==> src/rtl/microsequencer_pkg.sv <==
// Shared constants for the microsequencer: default address width,
// next-state operation encodings and status-condition indices.
package microsequencer_pkg;

    localparam int STATE_W = 10;

    typedef enum logic [2:0] {
        NS_INC  = 3'b000,
        NS_JMP  = 3'b001,
        NS_DEC  = 3'b010,
        NS_CJMP = 3'b011,
        NS_CALL = 3'b100,
        NS_RET  = 3'b101,
        NS_WAIT = 3'b110,
        NS_RST  = 3'b111
    } ns_op_e;

    localparam logic [1:0] COND_Z = 2'd0;
    localparam logic [1:0] COND_N = 2'd1;
    localparam logic [1:0] COND_C = 2'd2;
    localparam logic [1:0] COND_V = 2'd3;

endpackage

==> src/rtl/micro_return_stack.sv <==
// LIFO return-address stack. Pushes when full and pops when empty are
// ignored here; the sequencer raises the sticky error flags for them.
module micro_return_stack #(
    parameter int W     = 10,
    parameter int DEPTH = 4
) (
    input  logic         clk,
    input  logic         reset,
    input  logic         push,
    input  logic         pop,
    input  logic [W-1:0] push_data,
    output logic [W-1:0] top,
    output logic         full,
    output logic         empty
);

    localparam int PTR_W = $clog2(DEPTH);
    localparam int SP_W  = PTR_W + 1;

    logic [W-1:0]    mem [DEPTH];
    logic [SP_W-1:0] sp;
    logic [SP_W-1:0] top_idx;

    assign full    = (sp == SP_W'(DEPTH));
    assign empty   = (sp == '0);
    assign top_idx = sp - 1'b1;
    assign top     = mem[top_idx[PTR_W-1:0]];

    always_ff @(posedge clk) begin
        if (reset) begin
            sp <= '0;
        end else if (push && !full) begin
            sp <= sp + 1'b1;
        end else if (pop && !empty) begin
            sp <= sp - 1'b1;
        end
    end

    // NOTE: entries above sp are never read, so the array carries no reset
    // and can map onto plain flops or a register file.
    always_ff @(posedge clk) begin
        if (!reset && push && !full) begin
            mem[sp[PTR_W-1:0]] <= push_data;
        end
    end

endmodule

==> src/rtl/microsequencer.sv <==
// Microprogram sequencer: one address mux feeding the next_state register,
// with a return stack for CALL/RET and a moc-gated WAIT.
module microsequencer #(
    parameter int STATE_W     = microsequencer_pkg::STATE_W,
    parameter int STACK_DEPTH = 4
) (
    input  logic               clk,
    input  logic               reset,
    input  logic [2:0]         ns_ctrl,
    input  logic [STATE_W-1:0] cr_addr,
    input  logic [STATE_W-1:0] decode_addr,
    input  logic [3:0]         cond_in,
    input  logic [1:0]         cond_sel,
    input  logic               cond_inv,
    input  logic               moc,
    input  logic               hold,
    output logic [STATE_W-1:0] next_state,
    output logic               waiting,
    output logic               stk_ovf,
    output logic               stk_unf
);

    import microsequencer_pkg::*;

    ns_op_e             op;
    logic               cond;
    logic [STATE_W-1:0] inc_addr;
    logic [STATE_W-1:0] mux_addr;
    logic [STATE_W-1:0] stk_top;
    logic               stk_full;
    logic               stk_empty;
    logic               do_push;
    logic               do_pop;

    assign op       = ns_op_e'(ns_ctrl);
    assign cond     = cond_in[cond_sel] ^ cond_inv;
    assign inc_addr = next_state + 1'b1;
    assign waiting  = (op == NS_WAIT) && !moc && !reset;
    assign do_push  = !reset && !hold && (op == NS_CALL);
    assign do_pop   = !reset && !hold && (op == NS_RET);

    micro_return_stack #(
        .W     (STATE_W),
        .DEPTH (STACK_DEPTH)
    ) u_stack (
        .clk       (clk),
        .reset     (reset),
        .push      (do_push),
        .pop       (do_pop),
        .push_data (inc_addr),
        .top       (stk_top),
        .full      (stk_full),
        .empty     (stk_empty)
    );

    // NOTE: the default before the case keeps this block latch-free.
    always_comb begin
        mux_addr = inc_addr;
        unique case (op)
            NS_INC:  mux_addr = inc_addr;
            NS_JMP:  mux_addr = cr_addr;
            NS_DEC:  mux_addr = decode_addr;
            NS_CJMP: mux_addr = cond ? cr_addr : inc_addr;
            NS_CALL: mux_addr = cr_addr;
            NS_RET:  mux_addr = stk_empty ? '0 : stk_top;
            NS_WAIT: mux_addr = moc ? inc_addr : next_state;
            NS_RST:  mux_addr = '0;
            default: mux_addr = inc_addr;
        endcase
    end

    // NOTE: all state registers use non-blocking assignments so every flop
    // samples pre-edge values regardless of block ordering.
    always_ff @(posedge clk) begin
        if (reset) begin
            next_state <= '0;
        end else if (!hold) begin
            next_state <= mux_addr;
        end
    end

    always_ff @(posedge clk) begin
        if (reset) begin
            stk_ovf <= 1'b0;
            stk_unf <= 1'b0;
        end else if (!hold) begin
            if (op == NS_CALL && stk_full) stk_ovf <= 1'b1;
            if (op == NS_RET && stk_empty) stk_unf <= 1'b1;
        end
    end

endmodule
==> config.mk <==
export PLATFORM = sky130hd
export DESIGN_NAME = microsequencer
export DESIGN_NICKNAME = d
export VERILOG_FILES = /design/src/rtl/microsequencer_pkg.sv /design/src/rtl/micro_return_stack.sv /design/src/rtl/microsequencer.sv
export SDC_FILE = /design/constraint.sdc
export NUM_CORES = 1
export LEC_CHECK = 0
export CORE_MARGIN = 8
export CORE_UTILIZATION = 40
export DETAILED_ROUTE_END_ITERATION = 6
export PLACE_DENSITY_LB_ADDON = 0.12
export SLEW_MARGIN = 30
export SYNTH_ARGS = -nofsm -noshare
export SYNTH_HDL_FRONTEND = slang
export SYNTH_SLANG_ARGS = --single-unit
export TNS_END_PERCENT = 10
==> constraint.sdc <==
create_clock -name clk -period 6.85 [get_ports clk]
set_input_delay 1.0275 -clock clk [delete_from_list [all_inputs] [get_ports clk]]
set_output_delay 1.0275 -clock clk [all_outputs]
set_load 0.005 [all_outputs]
==> impl_metrics.py, run 1 <==
metrics = {
    "status": {
        "status": "complete, no violations",
    },
    "cells_and_area": {
        "final_util_pct": 49.4,
        "layout_common_cells": "clkdlybuf4s50_1, edfxtp_1, nor2_1",
        "diodes": 0,
        "drive_gt1_share_pct": 9.18,
        "area_growth_pct": 19.6,
        "final_common_cell": "clkdlybuf4s50_1",
        "nets": 333,
    },
    "routing": {
        "wl_mm": 7.51,
        "via_per_inst": 5.72,
        "final_antenna_net_count": 0,
        "wl_per_cell_um": 19.1,
        "num_vias": 2249,
        "drtPass1Iterations": 4,
        "drt_iter0_drc": 124,
        "route.detailed.drc": 0,
    },
    "grt": {
        "antenna_found_initial": 0,
        "grt_pass1_vias": 2186,
        "grt_usage_pct": 14.7,
        "grt_max_degree": 29,
        "gr-total-overflow": 0,
        "grt_pass1_wl_mm": 11.8,
    },
    "timing": {
        "worstMarginPinSlew_ns": 0.831,
        "timing.final.ws_setup_ns": 2.81,
        "setup_viol": 0,
        "finalHoldViolCount": 0,
        "period_minus_slack_ns": 4.04,
        "period_share_pct": 59.0,
        "fmax_mhz": 248,
        "tns_ns": 0,
        "final-max-slew-violation-count": 0,
        "rsz0062_at_grt": "false",
        "maxSlewHeadroom_pct": 44.4,
        "fin_skew_ns": 0.00353,
    },
    "critical_path": {
        "arrival_ns": 3.01,
        "crit_chain": "clkdlybuf4s50_1 > and4bb_2 > and2_1 > clkdlybuf4s50_1",
        "end_kind": "output port",
        "reg2reg_slack_ns": 3.98,
        "max_stage_delay_ns": 0.84,
        "cp-start-kind": "primary input",
        "crit_top_cell": "clkdlybuf4s50_1",
        "crit_fanout": 28,
        "critPathKind": "in -> out",
        "r2r_start": "u_stack.sp[0]",
        "cp.required_ns": 5.82,
        "cpMaxStageDelayCell": "clkdlybuf4s50_1",
        "cp-startpoint": "ns_ctrl[0]",
    },
    "logic_synthesis": {
        "ys_ff_latch": 55,
        "synth_warnings": 0,
        "yosysSeqAreaShare_pct": 49.8,
        "syn_area_per_cell_um2": 11.7,
        "synthCells": 257,
        "async_reset_ff_share_pct": 0,
        "synth_cell_type_count": 49,
        "synth_top_area_share_pct": 39.9,
        "netlist_area_mm2": 0.00301,
        "synth_edf_count": 40,
        "synth_top_area_cell": "edfxtp_1",
        "yosys_most_used_dff": "edfxtp_1",
        "synthTopCellsByArea": "edfxtp_1, dfxtp_1, mux4_2",
        "syn_nets": 297,
    },
    "floorplan": {
        "die_h_um": 103,
        "start_util_pct": 41.3,
        "die_w_um": 103,
        "io_pins": 47,
        "fp-row-count": 31,
        "die-area_mm2": 0.0106,
        "core_area_mm2": 0.00729,
    },
    "pwr": {
        "ir_drop_mv": 0.130,
        "power_w": 0.000652,
        "p_per_area_mw_per_mm2": 181,
        "p_leak_nw": 1.15,
    },
    "clock_network": {
        "h-tree-depth": 2,
        "post-cts-setup-buffers": 0,
        "cts_sinks": 55,
        "worstSkewPairLatency_ns": 0.31,
        "tritoncts": "built",
        "cts_buffers": 5,
        "cts_root_buf": "clkbuf_8",
        "ctsHoldBuffers": 0,
        "clockBufferDepth": 2,
        "clk_pin_slew_ns": 0.09,
        "ctsResizeCount": 0,
    },
    "min_path": {
        "hold_class": "reg -> reg",
        "worstHoldStart": "stk_unf",
    },
    "placement": {
        "hpwlAfterDp_mm": 5.39,
        "place_ws_ns": 2.79,
        "io_buffers": 46,
        "place.gp.congestion": 0.818,
    },
    "job": {
        "drv_cap": 0,
    },
}
## flip-flops by register name, summed over array words and instances, names as in the netlist
register / count
next_state: 10
stk_ovf: 1
stk_unf: 1
u_stack.mem: 40
u_stack.sp: 3
## synth_stat cells, types with 2 or more instances
master    number
nand4_1        3
nor2b_1        2
nor2_1        19
o22ai_1        3
buf_2          7
o21bai_1       9
inv_1          7
a211o_1        2
a211oi_1       3
nand3_1        4
and3_1         2
a221oi_1      15
and3_2         2
o211ai_1       4
nand2_1       10
nor3_2         2
and4_1         3
dfxtp_1       15
o221ai_1       4
a41oi_1        2
xnor2_1        6
clkbuf_1       8
ha_1           6
a21oi_1       15
and2_1         5
nor3_1         2
o21ai_0        5
or2b_1         4
mux4_2        11
or3_1          2
nand2b_1      12
a31oi_1        5
xor2_1         3
edfxtp_1      40
## stage by stage
| stage | std cells | area [µm²] | hold slack [ns] |
|---|---|---|---|
| 6_report | 393 | 3600 | 0.483 |
| 2_1_floorplan | 257 | 3010 | 0.461 |
| 3_3_place_gp | 385 | 3520 | 0.465 |
| 3_5_place_dp | 385 | 3520 | 0.463 |
| 4_1_cts | 393 | 3600 | 0.486 |
| 5_1_grt | 393 | 3600 | 0.510 |
## power by group
group | total [W] | internal, W | leakage [nW] | switching (W)
clock | 0.000175 | 0.0000726 | 0.0385 | 0.000103
combinational | 0.000103 | 0.0000524 | 0.624 | 0.0000510
sequential | 0.000374 | 0.000363 | 0.489 | 0.0000102
## logic make-up (layout without fill, tap and decap cells)
kind of cell,Yosys count,in the layout,share of synthesized area [%]
flip-flops,55,55,49.8
adder cells (fa/ha/maj),6,6,2.49
multiplexers,13,13,8.93
AO/OA/AOI/OAI,73,73,17.5
buffers and inverters,24,61,3.53
XOR/XNOR,11,11,3.70
AND/OR/NAND/NOR,75,75,14.0
## layout make-up
class	count	area, µm²
fillers	689	3690
multi-input cells	178	1410
clock buffers	7	76.3
clock inverters	1	7.51
flip-flops and latches	55	1500
inverters	7	26.3
repair buffers	46	460
well taps	99	124
## final timing paths
path | to | cells past startpoint
max reg2reg | next_state[9] | 6
min reg2reg | stk_unf | 2
min | stk_unf | 2
max | waiting | 4
## layer usage
metal | track usage (%) | vias up | wire length, µm
li1 | - | 1074 | -
met1 | 19.0 | 1101 | 3390
met2 | 23.0 | 65 | 3440
met3 | 4.12 | 9 | 600
met4 | 5.23 | 0 | 87
met5 | 0 | - | 0
## worst max-delay path: cells and delay by family
family	cells	cell delay, ns
buf+inv	2	1.34
simple gates	2	0.64
Note: power is estimated with default switching activity, not from simulation.
==> run 2, diff against run 1 <==
==> constraint.sdc (replaced) <==
create_clock -name clk -period 4.2 [get_ports clk]
set_input_delay 0.63 -clock clk [delete_from_list [all_inputs] [get_ports clk]]
set_output_delay 0.63 -clock clk [all_outputs]
set_load 0.005 [all_outputs]
==> impl_metrics.py, run 2 (synthesis gave the netlist of run 1 again) <==
metrics = {
    "grt": {
        "antenna_found_initial": 0,
        "grt_pass1_vias": 2172,
        "grt_pass1_wl_mm": 11.9,
        "grt_usage_pct": 14.8,
        "grt_max_degree": 29,
        "gr-total-overflow": 0,
    },
    "timing": {
        "rsz0062_at_grt": "false",
        "hold_ws_ns": 0.480,
        "maxSlewHeadroom_pct": 58.7,
        "tns_ns": 0,
        "fmax_mhz": 337,
        "setup_viol": 0,
        "fin_skew_ns": 0.00937,
        "final-max-slew-violation-count": 0,
        "finalHoldViolCount": 0,
        "period_minus_slack_ns": 2.97,
        "worstMarginPinSlew_ns": 0.619,
        "period_share_pct": 70.7,
    },
    "clock_network": {
        "h-tree-depth": 2,
        "tritoncts": "built",
        "worstSkewPairLatency_ns": 0.31,
        "post-cts-setup-buffers": 0,
        "cts_sinks": 55,
        "ctsHoldBuffers": 0,
        "cts_root_buf": "clkbuf_8",
        "clockBufferDepth": 2,
        "clk_pin_slew_ns": 0.10,
        "cts_buffers": 5,
        "ctsResizeCount": 0,
    },
    "status": {
        "status": "complete, no violations",
    },
    "placement": {
        "placed_cells": 389,
        "place.gp.congestion": 0.814,
        "placed_area_mm2": 0.00355,
        "hpwlAfterDp_mm": 5.49,
        "io_buffers": 46,
    },
    "min_path": {
        "worstHoldStart": "stk_ovf",
        "hold_class": "reg -> reg",
        "hold_depth": 2,
        "whs_endpoint": "stk_ovf",
    },
    "pwr": {
        "p_leak_nw": 1.18,
        "p_per_area_mw_per_mm2": 297,
        "ir_drop_mv": 0.196,
    },
    "cells_and_area": {
        "drive_gt1_share_pct": 10.7,
        "final_util_pct": 49.9,
        "layoutNonFillerInstCount": 397,
        "nets": 337,
        "final_area_mm2": 0.00364,
        "diodes": 0,
        "layout_common_cells": "clkdlybuf4s50_1, edfxtp_1, nor2_1",
        "largest_reg_flops": 40,
        "final_common_cell": "clkdlybuf4s50_1",
        "area_growth_pct": 20.8,
    },
    "critical_path": {
        "critPathKind": "in -> out",
        "cp.required_ns": 3.57,
        "worstRegToRegCells": 7,
        "cpMaxStageDelayCell": "clkdlybuf4s50_1",
        "regToRegEndpoint": "next_state[9]",
        "cp.buffers_inverters": 2,
        "arrival_ns": 2.34,
        "cpLargestDelayFamily": "buffers and inverters",
        "r2r_start": "u_stack.sp[0]",
        "reg2reg_slack_ns": 1.79,
        "end_kind": "output port",
        "max_stage_delay_ns": 0.75,
        "crit_chain": "clkdlybuf4s50_1 > and4bb_2 > and2_1 > clkdlybuf4s50_1",
        "cp-start-kind": "primary input",
        "crit_top_cell": "clkdlybuf4s50_1",
        "crit_fanout": 14,
    },
    "routing": {
        "via_per_inst": 5.59,
        "wl_met1_mm": 3.52,
        "route.detailed.drc": 0,
        "wl_per_cell_um": 18.9,
        "drt_iter0_drc": 147,
        "wl_mm": 7.51,
        "top_layer": "met4",
        "drtPass1Iterations": 4,
        "dr_wl_met3_um": 587,
        "num_vias": 2218,
        "final_antenna_net_count": 0,
        "dr_wl_met2_mm": 3.32,
    },
    "floorplan": {
        "start_util_pct": 41.3,
        "core_area_mm2": 0.00729,
        "die-area_mm2": 0.0106,
        "die_w_um": 103,
        "fp-row-count": 31,
        "die_h_um": 103,
        "io_pins": 47,
    },
    "job": {
        "drv_cap": 0,
    },
}
[run 2: how the worst max path moves through the flow]
stage	from	slack, ns	cells past startpoint	to
after floorplan	u_stack.sp[0]	1.85	7	next_state[1]
after global placement	ns_ctrl[1]	1.23	4	u_stack.mem[1][0]
after detailed placement	ns_ctrl[1]	1.19	4	u_stack.mem[2][0]
after CTS	reset	1.20	4	waiting
after global routing	reset	1.11	4	waiting
final	ns_ctrl[1]	1.23	4	waiting
[run 2: metal layers]
layer | global-route usage, % | up-vias
met5 | 0 | -
met4 | 3.78 | 0
met3 | 3.65 | 7
met2 | 23.2 | 79
met1 | 19.9 | 1047
li1 | - | 1085
[run 2: through the flow]
stage                     total power, W  worst slack [ns]
after floorplan                 0.000715              1.85
after global placement          0.000792              1.23
after detailed placement        0.000792              1.19
after CTS                        0.00110              1.20
after global routing             0.00113              1.11
final                            0.00108              1.23
[run 2: final cells by class]
type | count | area [µm²]
fillers | 700 | 3650
multi-input cells | 178 | 1410
clock inverters | 3 | 22.5
flip-flops and latches | 55 | 1500
well taps | 99 | 124
inverters | 7 | 26.3
clock buffers | 5 | 68.8
repair buffers | 50 | 490
[run 2: report_power, final]
part,switching [W],internal [W],leakage (nW),total [W]
Combinational,0.0000850,0.0000873,0.645,0.000172
Sequential,0.0000153,0.000593,0.489,0.000608
Clock,0.000179,0.000121,0.0489,0.000300
[run 2: tightest hold or removal path, stage by stage (launching register included)]
cell and delay (ns):
dfxtp_1 0.32, inv_1 0.05, o22ai_1 0.07
